--- src/rtl/proc_reset_sequencer.sv ---
// proc_reset_sequencer
// Staged reset release for the processor subsystem. Waits until PLL lock,
// device initialisation and the external reset request are all good and
// stable, then releases the fabric, peripheral and CPU resets in that order.
// Any loss of a good input drops all three resets together and restarts the
// sequence from the stability wait.
//
// state        | meaning
// -------------+------------------------------------------------------------
// RESET_HOLD   | entered only by RESETN; leaves on the first clock edge
// WAIT_INPUTS  | all resets asserted, waiting for good=1
// STABILIZE    | good=1, counting LOCK_CYCLES of uninterrupted good
// REL_FABRIC   | fabric released, counting STAGE_DELAY before peripheral
// REL_PERIPH   | fabric+peripheral released, counting STAGE_DELAY before CPU
// RUN          | everything released, SEQ_DONE high, watching for input loss
//
// RESETN acts asynchronously on both edges inside this block; release timing
// relative to CLK is the responsibility of the reset bridge feeding RESETN.

module proc_reset_sequencer #(
    parameter int unsigned LOCK_CYCLES = 1024,
    parameter int unsigned STAGE_DELAY = 16
) (
    input  logic       CLK,
    input  logic       RESETN,
    input  logic       PLL_LOCK,
    input  logic       INIT_DONE,
    input  logic       EXT_RST_N,
    output logic       FABRIC_RESET_N,
    output logic       PERIPH_RESET_N,
    output logic       CPU_RESET_N,
    output logic       SEQ_DONE,
    output logic [7:0] LOCK_LOSS_CNT
);

    localparam logic [2:0] S_RESET_HOLD  = 3'd0;
    localparam logic [2:0] S_WAIT_INPUTS = 3'd1;
    localparam logic [2:0] S_STABILIZE   = 3'd2;
    localparam logic [2:0] S_REL_FABRIC  = 3'd3;
    localparam logic [2:0] S_REL_PERIPH  = 3'd4;
    localparam logic [2:0] S_RUN         = 3'd5;

    // Terminal-count values for the shared 16-bit counter.
    localparam logic [15:0] LOCK_TC  = 16'(LOCK_CYCLES - 1);
    localparam logic [15:0] STAGE_TC = 16'(STAGE_DELAY - 1);

    localparam logic [7:0] LOSS_MAX = 8'hFF;

    // Synchroniser bit order: {PLL_LOCK, INIT_DONE, EXT_RST_N}.
    logic [2:0]  meta_d, meta_q;
    logic [2:0]  sync_d, sync_q;

    logic [2:0]  state_d, state_q;
    logic [15:0] cnt_d, cnt_q;
    logic        fabric_rst_n_d, fabric_rst_n_q;
    logic        periph_rst_n_d, periph_rst_n_q;
    logic        cpu_rst_n_d, cpu_rst_n_q;
    logic        seq_done_d, seq_done_q;
    logic [7:0]  loss_cnt_d, loss_cnt_q;

    logic        good;
    logic        pll_ok;

    assign good   = &sync_q;
    assign pll_ok = sync_q[2];

    // Two-flop synchroniser input and second stage.
    always_comb begin
        meta_d = {PLL_LOCK, INIT_DONE, EXT_RST_N};
        sync_d = meta_q;
    end

    // Synchroniser flops; reset to "not good" so nothing releases early.
    always_ff @(posedge CLK or negedge RESETN) begin
        if (!RESETN) begin
            meta_q <= 3'b000;
            sync_q <= 3'b000;
        end else begin
            meta_q <= meta_d;
            sync_q <= sync_d;
        end
    end

    // Sequencer next-state, counter and output decisions.
    always_comb begin
        state_d        = state_q;
        cnt_d          = cnt_q;
        fabric_rst_n_d = fabric_rst_n_q;
        periph_rst_n_d = periph_rst_n_q;
        cpu_rst_n_d    = cpu_rst_n_q;
        seq_done_d     = seq_done_q;
        loss_cnt_d     = loss_cnt_q;

        case (state_q)
            S_RESET_HOLD: begin
                state_d        = S_WAIT_INPUTS;
                cnt_d          = 16'd0;
                fabric_rst_n_d = 1'b0;
                periph_rst_n_d = 1'b0;
                cpu_rst_n_d    = 1'b0;
                seq_done_d     = 1'b0;
            end

            S_WAIT_INPUTS: begin
                if (good) begin
                    state_d = S_STABILIZE;
                    cnt_d   = 16'd0;
                end
            end

            S_STABILIZE: begin
                if (!good) begin
                    state_d = S_WAIT_INPUTS;
                    cnt_d   = 16'd0;
                end else if (cnt_q == LOCK_TC) begin
                    state_d        = S_REL_FABRIC;
                    cnt_d          = 16'd0;
                    fabric_rst_n_d = 1'b1;
                end else begin
                    cnt_d = cnt_q + 16'd1;
                end
            end

            S_REL_FABRIC: begin
                if (!good) begin
                    state_d        = S_WAIT_INPUTS;
                    cnt_d          = 16'd0;
                    fabric_rst_n_d = 1'b0;
                    periph_rst_n_d = 1'b0;
                    cpu_rst_n_d    = 1'b0;
                    seq_done_d     = 1'b0;
                end else if (cnt_q == STAGE_TC) begin
                    state_d        = S_REL_PERIPH;
                    cnt_d          = 16'd0;
                    periph_rst_n_d = 1'b1;
                end else begin
                    cnt_d = cnt_q + 16'd1;
                end
            end

            S_REL_PERIPH: begin
                if (!good) begin
                    state_d        = S_WAIT_INPUTS;
                    cnt_d          = 16'd0;
                    fabric_rst_n_d = 1'b0;
                    periph_rst_n_d = 1'b0;
                    cpu_rst_n_d    = 1'b0;
                    seq_done_d     = 1'b0;
                end else if (cnt_q == STAGE_TC) begin
                    state_d     = S_RUN;
                    cnt_d       = 16'd0;
                    cpu_rst_n_d = 1'b1;
                    seq_done_d  = 1'b1;
                end else begin
                    cnt_d = cnt_q + 16'd1;
                end
            end

            S_RUN: begin
                if (!good) begin
                    state_d        = S_WAIT_INPUTS;
                    cnt_d          = 16'd0;
                    fabric_rst_n_d = 1'b0;
                    periph_rst_n_d = 1'b0;
                    cpu_rst_n_d    = 1'b0;
                    seq_done_d     = 1'b0;
                    // Only a PLL lock loss is logged; INIT_DONE/EXT_RST_N drops are not.
                    if (!pll_ok && (loss_cnt_q != LOSS_MAX)) begin
                        loss_cnt_d = loss_cnt_q + 8'd1;
                    end
                end
            end

            default: begin
                state_d        = S_WAIT_INPUTS;
                cnt_d          = 16'd0;
                fabric_rst_n_d = 1'b0;
                periph_rst_n_d = 1'b0;
                cpu_rst_n_d    = 1'b0;
                seq_done_d     = 1'b0;
            end
        endcase
    end

    // Sequencer state, counter and registered outputs.
    always_ff @(posedge CLK or negedge RESETN) begin
        if (!RESETN) begin
            state_q        <= S_RESET_HOLD;
            cnt_q          <= 16'd0;
            fabric_rst_n_q <= 1'b0;
            periph_rst_n_q <= 1'b0;
            cpu_rst_n_q    <= 1'b0;
            seq_done_q     <= 1'b0;
            loss_cnt_q     <= 8'd0;
        end else begin
            state_q        <= state_d;
            cnt_q          <= cnt_d;
            fabric_rst_n_q <= fabric_rst_n_d;
            periph_rst_n_q <= periph_rst_n_d;
            cpu_rst_n_q    <= cpu_rst_n_d;
            seq_done_q     <= seq_done_d;
            loss_cnt_q     <= loss_cnt_d;
        end
    end

    assign FABRIC_RESET_N = fabric_rst_n_q;
    assign PERIPH_RESET_N = periph_rst_n_q;
    assign CPU_RESET_N    = cpu_rst_n_q;
    assign SEQ_DONE       = seq_done_q;
    assign LOCK_LOSS_CNT  = loss_cnt_q;

endmodule

--- config.mk ---
export PLATFORM = sky130hd
export DESIGN_NAME = proc_reset_sequencer
export DESIGN_NICKNAME = d
export VERILOG_FILES = /design/src/rtl/proc_reset_sequencer.sv
export SDC_FILE = /design/constraint.sdc
export NUM_CORES = 1
export LEC_CHECK = 0
export CORE_MARGIN = 3
export CORE_UTILIZATION = 45
export CTS_CLUSTER_DIAMETER = 200
export DETAILED_ROUTE_END_ITERATION = 10
export GPL_ROUTABILITY_DRIVEN = 0
export PLACE_DENSITY = 0.71
export SLEW_MARGIN = 20
export SYNTH_ARGS = -nofsm -noshare
export SYNTH_HDL_FRONTEND = slang
export SYNTH_SLANG_ARGS = --single-unit
--- constraint.sdc ---
create_clock -name CLK -period 1.7 [get_ports CLK]
set_input_delay 0.34 -clock CLK [delete_from_list [all_inputs] [get_ports CLK]]
set_output_delay 0.34 -clock CLK [all_outputs]
set_load 0.01 [all_outputs]
==> metrics.md <==
| Metric | Value |
|---|---|
| Max-slew violations | 0 |
| Clock Latency Late Sink | 0.29 ns |
| Distinct cells, synth | 44 |
| Worst setup path category | reg2reg |
| Mapped cell area | 1840 um^2 |
| Switching share of total power | 22.6% |
| Initial antenna violation count | 0 |
| Starting DRC count in detailed routing | 118 |
| Post-Syn Area per Cell | slightly above 10 um^2 |
| Main synth FF type | dfrtp_1 |
| Largest net degree at the start of global routing | 37 |
| # H-tree levels | 2 |
| Finished Cell Area | 2660 um^2 |
| Worst-path cell chain | nor4_4 > nand4_1 > buf_4 > or4_4 > a21oi_4 |
| Area leader, netlist | dfrtp_1 |
| Internal power | 1.37 mW |
| Crit-path slowest cell | or4_4 |
| Pleak | between 1 and 1.5 nW |
| CP arrival | approximately 2.0 ns |
| WL final | between 4 and 5 mm |
| Die span in x | between 60 and 70 um |
| P per Cell Area | 664 nW/um^2 |
| Root buf cell | clkbuf_8 |
| Cell Area, Placed | 2380 um^2 |
| Largest stage delay on the critical path | 0.43 ns |
| N_diodes | 0 |
| Post-route setup slack | -0.122 ns |
| Logic pwr share | 7.6% |
| Outcome | finished with violations |
| Critical Path End | state_q[2] |
| Core Rows | 22 |
| Starting Density | 48.4% |
| Seq/Total Area, Yosys | 49.0% |
| Mapped Cells | 179 |
| Flops & latches, synth | 36 |
| Worst path depth | 5 |
| CTS sink count | 36 |
| Area growth syn-to-layout | 45.0% |
| Top post-synthesis cells by area | dfrtp_1, xnor2_1, a22o_1 |
| Nets | 253 |
| Synthesized Nets | about 190 |
| Vias per std cell | roughly 5.7 |
| Reg2Reg Launch Point | cnt_q[15] |
| GRT overflow | 0 |
| # port buffers | 16 |
| Critical path capture point type | flip-flop |
| Core Util, Final | 70.1% |
| Setup repair after global routing missed its margin | true |
| CTS tree | yes |
| Buf/Inv on CP | 1 |
| Fmax | 0.549 GHz |
| Area of the core | 3800 um^2 |
| Hold buffer count at cts | 0 |
| # setup viols final | 17 |
| Die Y | roughly 70 um |
| Psw | 399 uW |
| Max Cap Viol | 0 |
| Number of synthesized flops with an enable pin | 0 |
| Slew HR | 70.1% |
| Clock Skews | 0.00490 ns |
| Clock power frac | a little over two fifths |
| R2R depth | 5 |
| Final period util | 107% |
| Yosys Warn Count | 0 |
| Global-route wire length before repair | about 7.8 mm |
| CP Max Fanout | 3 |
| Worst-path clk slew | 0.07 ns |
| Via count | 1686 |
| Hpwl dp | 3.04 mm |
| Die ar. | 4880 um^2 |
| Drt first pass iters | 4 |
| IR drop worst, VDD | between 0.4 and 0.5 mV |
| Antenna Nets Post-Route | 0 |
| Post-synth ARST share | 100% |
| Cells on Worst Hold Path | 0 |
| Required @ worst endpoint | 1.92 ns |
| Failing checks | negative setup slack |
| DRC viols | 0 |
| R2R Setup Slk | -0.12 ns |
| CTS Buffer Depth | 2 |
| Global-route usage over all layers | 20.1% |
| Number of global-route vias before repair | 1663 |
| Top cell family by delay on the critical path | simple AND/OR/NAND/NOR gates |
| Critical Path Source | cnt_q[15] |
| Min Tclk post-route | 1.82 ns |
| Final Hold Fails | 0 |
| Share of layout cells above drive strength 1 | approximately 37% |
| Synth top area share | about half |
| R2R Path End | state_q[2] |
| Hold Crit Class | reg2reg |
| WL per Instance | 15.9 um |
| Num CTS Buffers | 5 |
| # IOs | 17 |
| Sequential power share | between 50% and 60% |
| Worst-margin pin slew | 0.448 ns |
| CP startpoint kind | flip-flop |
[sequential cells by signal (all words and copies together), names as in the netlist]
register        flops
meta_q              3
cnt_q              16
PERIPH_RESET_N      1
FABRIC_RESET_N      1
SEQ_DONE            1
LOCK_LOSS_CNT       8
sync_q              3
state_q             3
[through the flow]
step | hold WS, ns | cells | power, mW | TNS, ns | setup slack [ns]
detailed placement | 0.338 | 281 | 1.02 | -0.742 | -0.100
finish | 0.355 | 295 | 1.77 | -1.13 | -0.122
global route | 0.363 | 295 | 1.85 | -2.67 | -0.202
CTS | 0.355 | 293 | 1.78 | -1.19 | -0.120
global placement | 0.339 | 281 | 1.02 | -0.474 | -0.0923
floorplan | 0.0444 | 179 | 0.957 | -0.479 | -0.0720
[cell usage in the layout (no fill, tap or decap), types with 2 or more instances in the layout]
| master | Yosys | routed |
|---|---|---|
| dfrtp_1 | 36 | 34 |
| a22o_1 | 7 | 6 |
| nor3_1 | 3 | 2 |
| xnor2_1 | 8 | 8 |
| nor2_1 | 8 | 7 |
| ha_2 | 0 | 2 |
| nor4_4 | 1 | 2 |
| nand3_2 | 0 | 2 |
| nand3_1 | 8 | 6 |
| buf_6 | 2 | 6 |
| nand4_1 | 9 | 9 |
| nand2_1 | 13 | 13 |
| nor2b_1 | 2 | 2 |
| a31oi_1 | 7 | 7 |
| xor2_1 | 2 | 2 |
| or2_1 | 2 | 2 |
| and4_1 | 2 | 2 |
| o21ai_1 | 1 | 9 |
| a21oi_2 | 0 | 8 |
| and3_1 | 8 | 5 |
| a21oi_1 | 11 | 2 |
| nor4_2 | 1 | 3 |
| o21ai_0 | 12 | 4 |
| or3_1 | 2 | 2 |
| and3_4 | 0 | 3 |
| buf_4 | 1 | 44 |
| clkbuf_8 | 0 | 5 |
| inv_1 | 7 | 7 |
| dfrtp_2 | 0 | 2 |
| clkdlybuf4s50_1 | 0 | 16 |
[per-layer routing]
layer / track usage (%) / share of wire (%)
met5: 0 / 0
met4: 7.66 / 1.5
met3: 5.04 / 4.2
met2: 32.7 / 50
met1: 25.6 / 44
[final cells by class]
class | count | area, um^2
fill | 261 | 1130
multi-input combinational | 129 | 990
sequential | 36 | 903
timing repair buffer | 67 | 573
clock buffer | 5 | 68.8
tap | 48 | 60.1
clock inverter | 3 | 42.5
inverter | 7 | 26.3
[Yosys cell counts (7+ instances only)]
library cell,number
nor2_1,8
xnor2_1,8
inv_1,7
and3_1,8
nand2_1,13
a22o_1,7
nand4_1,9
a31oi_1,7
a21oi_1,11
o21ai_0,12
nand3_1,8
dfrtp_1,36
[worst min-delay path by stage]
stage / from / end / slack (ns)
global placement: meta_q[1] / sync_q[1] / 0.34
global route: meta_q[2] / sync_q[2] / 0.36
detailed placement: meta_q[1] / sync_q[1] / 0.34
floorplan: RESETN / FABRIC_RESET_N / 0.04
CTS: meta_q[1] / sync_q[1] / 0.35
finish: meta_q[1] / sync_q[1] / 0.35
[cells by family after synthesis]
kind of cell,Yosys count,share of synthesized area (%)
adder cells (fa/ha/maj),2,1.36
AND/OR/NAND/NOR,68,21.5
multiplexers,2,1.16
flip-flops,36,49.0
XOR/XNOR,10,4.77
buffers and inverters,14,4.50
AO/OA/AOI/OAI,47,17.7
[what timing repair did]
action                     CTS  global route
buffers inserted             3             3
gates resized for setup     11            25
gates cloned                 1             0
setup endpoints to repair   17            23
pin swaps                   10             8
[power groups by stage]
stage	Combinational, mW	Clock [mW]	Sequential [mW]
6_report	0.135	0.748	0.885
5_1_grt	0.152	0.810	0.889
4_1_cts	0.125	0.766	0.885
3_5_place_dp	0.122	0	0.902
3_3_place_gp	0.117	0	0.901
2_1_floorplan	0.0502	0	0.907
No activity file was read; power rests on OpenSTA's default activity.
